<file path="src/rtl/reg_bank_pkg.sv">
// Shared types and constants for the 32x32 register bank and its write-port arbiter.
// Arbitration policy is chosen by REG_WR_RR_EN in reg_wr_arbiter.
package reg_bank_pkg;

    localparam int unsigned REG_ADDR_W = 5;
    localparam int unsigned REG_DATA_W = 32;
    localparam int unsigned REG_COUNT  = 32;

    // Bit 0 of this register is the bank's program_done flag
    localparam logic [REG_ADDR_W-1:0] DONE_REG = 5'd30;

    typedef enum logic {
        RUN  = 1'b0,
        HALT = 1'b1
    } arb_state_t;

    typedef struct packed {
        logic [REG_ADDR_W-1:0] addr;
        logic [REG_DATA_W-1:0] data;
    } reg_wr_t;

endpackage

</file>
<file path="src/rtl/reg_wr_arbiter_rr_pick.sv">
// Combinational one-hot picker: first set request at or after 'start', wrapping modulo N.
// A start of 0 degenerates to fixed lowest-index-first priority.
module rr_pick #(
    parameter int unsigned N     = 3,
    parameter int unsigned IDX_W = (N > 1) ? $clog2(N) : 1
) (
    input  logic [N-1:0]     req,
    input  logic [IDX_W-1:0] start,
    output logic [N-1:0]     grant_c,
    output logic [IDX_W-1:0] idx_c,
    output logic             any_c
);

    int unsigned s;
    int unsigned pos;
    logic        found;

    // Walk the rotated order; constant bit indices keep the select logic flat
    always_comb begin
        grant_c = '0;
        idx_c   = '0;
        found   = 1'b0;
        pos     = 0;
        s       = 32'(start);
        for (int unsigned k = 0; k < N; k++) begin
            pos = s + k;
            if (pos >= N) begin
                pos = pos - N;
            end
            for (int unsigned i = 0; i < N; i++) begin
                if (!found && req[i] && (pos == i)) begin
                    found      = 1'b1;
                    grant_c[i] = 1'b1;
                    idx_c      = IDX_W'(i);
                end
            end
        end
        any_c = found;
    end

endmodule

</file>
<file path="src/rtl/reg_wr_arbiter.sv">
// Write-port arbiter for the register bank: one registered write per cycle, frozen after program_done.
// Define REG_WR_RR_EN for round-robin arbitration; otherwise fixed priority (index 0 highest).
module reg_wr_arbiter
    import reg_bank_pkg::*;
#(
    parameter int unsigned NUM_REQ = 3,
    parameter int unsigned CNT_W   = 16
) (
    input  logic                            clk,
    input  logic                            reset,
    input  logic [NUM_REQ-1:0]              req_valid,
    input  logic [REG_ADDR_W*NUM_REQ-1:0]   req_addr,
    input  logic [REG_DATA_W*NUM_REQ-1:0]   req_data,
    output logic [NUM_REQ-1:0]              req_ready,
    input  logic                            program_done,
    output logic                            RegWrite,
    output logic [REG_ADDR_W-1:0]           write_register,
    output logic [REG_DATA_W-1:0]           write_data,
    output logic                            halted,
    output logic [CNT_W-1:0]                wr_count
);

    localparam int unsigned IDX_W = (NUM_REQ > 1) ? $clog2(NUM_REQ) : 1;

    arb_state_t         state;
    arb_state_t         state_nxt;
    logic               grant_en_c;
    logic [NUM_REQ-1:0] pick_req_c;
    logic [NUM_REQ-1:0] grant_c;
    logic [IDX_W-1:0]   pick_idx_c;
    logic [IDX_W-1:0]   start_c;
    logic               pick_any_c;
    reg_wr_t            sel_wr_c;

    always_ff @(posedge clk or posedge reset) begin
        if (reset) begin
            state <= RUN;
        end else begin
            state <= state_nxt;
        end
    end

    // HALT is terminal; grants only while running and the bank has not signalled done
    always_comb begin
        state_nxt  = state;
        grant_en_c = 1'b0;
        case (state)
            RUN: begin
                grant_en_c = !program_done;
                if (program_done) begin
                    state_nxt = HALT;
                end
            end
            HALT: begin
                state_nxt = HALT;
            end
        endcase
    end

    assign pick_req_c = req_valid & {NUM_REQ{grant_en_c}};

`ifdef REG_WR_RR_EN
    logic [IDX_W-1:0] rr_ptr;

    always_ff @(posedge clk or posedge reset) begin
        if (reset) begin
            rr_ptr <= '0;
        end else if (pick_any_c) begin
            rr_ptr <= (pick_idx_c == IDX_W'(NUM_REQ - 1)) ? '0 : pick_idx_c + IDX_W'(1);
        end
    end

    assign start_c = rr_ptr;
`else
    assign start_c = '0;
`endif

    rr_pick #(
        .N     (NUM_REQ),
        .IDX_W (IDX_W)
    ) u_pick (
        .req     (pick_req_c),
        .start   (start_c),
        .grant_c (grant_c),
        .idx_c   (pick_idx_c),
        .any_c   (pick_any_c)
    );

    assign req_ready = grant_c;

    always_comb begin
        sel_wr_c = '0;
        for (int unsigned i = 0; i < NUM_REQ; i++) begin
            if (pick_idx_c == IDX_W'(i)) begin
                sel_wr_c.addr = req_addr[i*REG_ADDR_W +: REG_ADDR_W];
                sel_wr_c.data = req_data[i*REG_DATA_W +: REG_DATA_W];
            end
        end
    end

    // Address/data hold on idle cycles; only RegWrite pulses
    always_ff @(posedge clk or posedge reset) begin
        if (reset) begin
            RegWrite       <= 1'b0;
            write_register <= '0;
            write_data     <= '0;
            wr_count       <= '0;
            halted         <= 1'b0;
        end else begin
            RegWrite <= pick_any_c;
            halted   <= (state_nxt == HALT);
            if (pick_any_c) begin
                write_register <= sel_wr_c.addr;
                write_data     <= sel_wr_c.data;
            end
            if (pick_any_c && (wr_count != '1)) begin
                wr_count <= wr_count + CNT_W'(1);
            end
        end
    end

endmodule

</file>
<file path="config.mk">
export PLATFORM = sky130hd
export DESIGN_NAME = reg_wr_arbiter
export DESIGN_NICKNAME = d
export VERILOG_FILES = /design/src/rtl/reg_bank_pkg.sv /design/src/rtl/reg_wr_arbiter_rr_pick.sv /design/src/rtl/reg_wr_arbiter.sv
export SDC_FILE = /design/constraint.sdc
export NUM_CORES = 1
export LEC_CHECK = 0
export CAP_MARGIN = 25
export CORE_ASPECT_RATIO = 0.5
export CORE_UTILIZATION = 35
export CTS_BUF_LIST = sky130_fd_sc_hd__clkbuf_4
export DETAILED_ROUTE_END_ITERATION = 6
export GPL_TIMING_DRIVEN = 0
export PLACE_DENSITY = 0.79
export SLEW_MARGIN = 20
export SYNTH_ARGS = -nofsm -noshare
export SYNTH_HDL_FRONTEND = slang
export SYNTH_SLANG_ARGS = --single-unit
</file>
<file path="constraint.sdc">
create_clock -name clk -period 1.65 [get_ports clk]
set_input_delay 0.2475 -clock clk [delete_from_list [all_inputs] [get_ports clk]]
set_output_delay 0.2475 -clock clk [all_outputs]
set_load 0.02 [all_outputs]
</file>
==> flow_metrics.tcl, run 1 <==
set metrics [dict create \
    outcome "finished, violations left" \
    violations "setup timing" \
    dieArea_sq_um 8830 \
    relSlewSlack 0.614 \
    hold_slack_ns 0.228 \
    synth_warnings 0 \
    fin_crit_sh 1.09 \
    multi_input_area_sq_um 1680 \
    synth_enable_flop_cells 0 \
    grt_pass1_vias 2880 \
    instances_no_fill 601 \
    grt.overflow.total 0 \
    hold_violations 0 \
    area_growth_pct 84.1 \
    cp-start-kind "flip-flop" \
    clk_path_buf_depth 2 \
    wire_per_inst_microns 16.4 \
    dr_total_vias 3020 \
    fin_setup_tns_ns -1.67 \
    first_iter_violations 171 \
    wl_microns 9840 \
    drv_slew 0 \
    path_clk_slew_ns 0.16 \
    placed_area_sq_um 4920 \
    leakage_nw 2.43 \
    die_h_microns 67.0 \
    drv_cap 0 \
    ys_seq_elements 55 \
    worst_pin_slew_ns 0.578 \
    placed_cells 572 \
    synth_area_leaders "dfrtp_1, mux2i_1, a211oi_1" \
    fp.dieW_microns 132 \
    async_reset_ff_frac 1.00 \
    ff2ff_setup_slack_ns -0.16 \
    antenna_found_initial 0 \
    synth_nets 403 \
    start_util 0.365 \
    drt.antenna.violating_nets 0 \
    cts_sinks 55 \
    syn_inst 285 \
    grt_pass1_wl_microns 14700 \
    vias_per_cell 5.02 \
    drive_gt1_frac 0.190 \
    yosys.area.top_type "dfrtp_1" \
    root_buffer "clkbuf_4" \
    p_per_area_nw_per_um2 625 \
    cts-buffers-inserted 5 \
    arrival_ns 2.12 \
    required_ns 1.96 \
    h-tree-depth 2 \
    rsz0062_at_grt "true" \
    antenna_cells 0 \
    tritoncts "built" \
    min_path_type "primary input to async pin" \
    insertion_delay_ns 0.40 \
    synth.most_common_cell "dfrtp_1" \
    final_net_count 606 \
    fillers 605 \
    crit_type "flip-flop to flip-flop" \
    hpwl_microns 7120 \
    ys_seq_area_frac 0.466 \
    critPathCaptureType "flip-flop" \
    seq_area_sq_um 1390 \
    drc 0 \
    fmax_ghz 0.554 \
    grt_start_max_net_pins 32 \
    synth_top_area_frac 0.466 \
    syn_area_sq_um 2950 \
    rows 23 \
    ir_drop_v 0.000333 \
    port_buffers 174 \
    timing.final.ws_setup_ns -0.156 \
    core_sq_um 8090 \
    syn_avg_cell_area_sq_um 10.4 \
    fin_skew_ns 0.00344 \
    pin_count 175 \
    grt_usage 0.216 \
    fin_crit_ns 1.81 \
    final_util 0.672 \
    dr.pass1.iters 4 \
    synth-main-ff-cell "dfrtp_1" \
    final-setup-viol-count 25 \
    cts_hold_buf 0 \
    final_cell_area_sq_um 5440 \
    synthTopCellsByCount "dfrtp_1, a21oi_1, nor2b_1, a211oi_1, mux2i_1" \
    place.gp.congestion 0.777 \
    synth.distinct_cells 38 \
    worstPathMaxFanout 4 \
]
## placed cells by master, fill, tap and decap left out, types with 2 or more instances in the layout
| master | n |
|---|---|
| nor2_4 | 3 |
| nor2b_1 | 28 |
| o21ai_0 | 6 |
| nor3_2 | 2 |
| a21oi_1 | 28 |
| nand4_1 | 5 |
| buf_12 | 4 |
| dlymetal6s2s_1 | 22 |
| xnor2_1 | 3 |
| buf_4 | 21 |
| nor4b_4 | 2 |
| nor4_4 | 4 |
| o21ai_1 | 4 |
| a211oi_1 | 27 |
| clkdlybuf4s50_1 | 115 |
| nor3_4 | 2 |
| dlygate4sd2_1 | 33 |
| nand3_1 | 5 |
| inv_1 | 2 |
| nor2_1 | 3 |
| buf_8 | 4 |
| xor2_1 | 10 |
| mux2i_1 | 21 |
| a22oi_1 | 17 |
| mux2_2 | 3 |
| clkbuf_2 | 3 |
| clkinvlp_4 | 2 |
| clkbuf_4 | 10 |
| clkinv_1 | 2 |
| nor4_2 | 2 |
| nand2_1 | 9 |
| buf_6 | 3 |
| dfrtp_2 | 9 |
| mux2i_2 | 5 |
| dfrtp_1 | 46 |
## report_power, final
part | switching (mW) | leakage [nW] | internal (mW)
Combinational | 0.533 | 1.74 | 0.647
Sequential | 0.0937 | 0.662 | 1.52
Clock | 0.451 | 0.0263 | 0.157
## what timing repair did
action	4_1_cts	5_1_grt
pin swaps	6	20
endpoints found under the setup margin	79	74
gates cloned	1	0
buffers inserted	9	12
resized for setup	92	69
## layer usage
layer,track usage,wire length [microns],part of all wire
met5,0,0,0
met4,0.0669,191,0.019
met3,0.0472,407,0.041
met2,0.381,4970,0.50
met1,0.267,4280,0.43
## layout make-up
class	count	share of cell area
repair buffers	196	0.364
inverters	4	0.00345
plain buffers	19	0.0325
clock inverters	3	0.00276
multi-input cells	207	0.310
well taps	112	0.0258
flip-flops and latches	55	0.255
clock buffers	5	0.00690
## worst paths after layout
check / start / end / depth (start not counted)
min in group clk: req_data[70] / write_data[6]$_DFFE_PP0P_ / 3
worst min register to register: write_register[1]$_DFFE_PP0P_ / write_register[1]$_DFFE_PP0P_ / 2
max in group asynchronous: reset / write_data[20]$_DFFE_PP0P_ / 3
worst max-delay path: halted$_DFF_PP0_ / wr_count[11]$_DFFE_PP0P_ / 5
worst min-delay path: reset / write_register[3]$_DFFE_PP0P_ / 2
worst max register to register: halted$_DFF_PP0_ / wr_count[11]$_DFFE_PP0P_ / 5
## registers in the layout, summed over array words and instances (netlist names)
register,count
RegWrite,1
write_register,5
wr_count,16
write_data,32
halted,1
## critical path, cell delays in order (launching register included)
cell     delay (ns)
dfrtp_2        0.50
buf_4          0.16
or3b_1         0.44
nor4_4         0.22
nand3_1        0.12
mux2_2         0.28
## through the flow
stage / total power, mW / setup WS (ns)
6_report: 3.40 / -0.156
5_1_grt: 3.59 / -0.226
4_1_cts: 3.42 / -0.163
3_5_place_dp: 2.87 / -1.01
3_3_place_gp: 2.84 / -1.01
2_1_floorplan: 2.15 / -0.0358
## logic make-up after synthesis
kind of cell / synth area share
simple gates: 0.172
xor+xnor: 0.0386
buf+inv: 0.0356
flops: 0.466
fa+ha+maj: 0.00424
compound gates: 0.181
mux: 0.103
Power figures use the tool's default switching activity.
==> run 2, diff against run 1 <==
--- a/config.mk
+++ b/config.mk
@@ -11,6 +11,7 @@
 export CTS_BUF_LIST = sky130_fd_sc_hd__clkbuf_4
 export DETAILED_ROUTE_END_ITERATION = 6
 export GPL_TIMING_DRIVEN = 0
+export HOLD_SLACK_MARGIN = 0.02
 export PLACE_DENSITY = 0.79
 export SLEW_MARGIN = 20
 export SYNTH_ARGS = -nofsm -noshare
==> results of run 2 <==
Same layout as run 1: the final DEF is identical, and so are final timing and power.
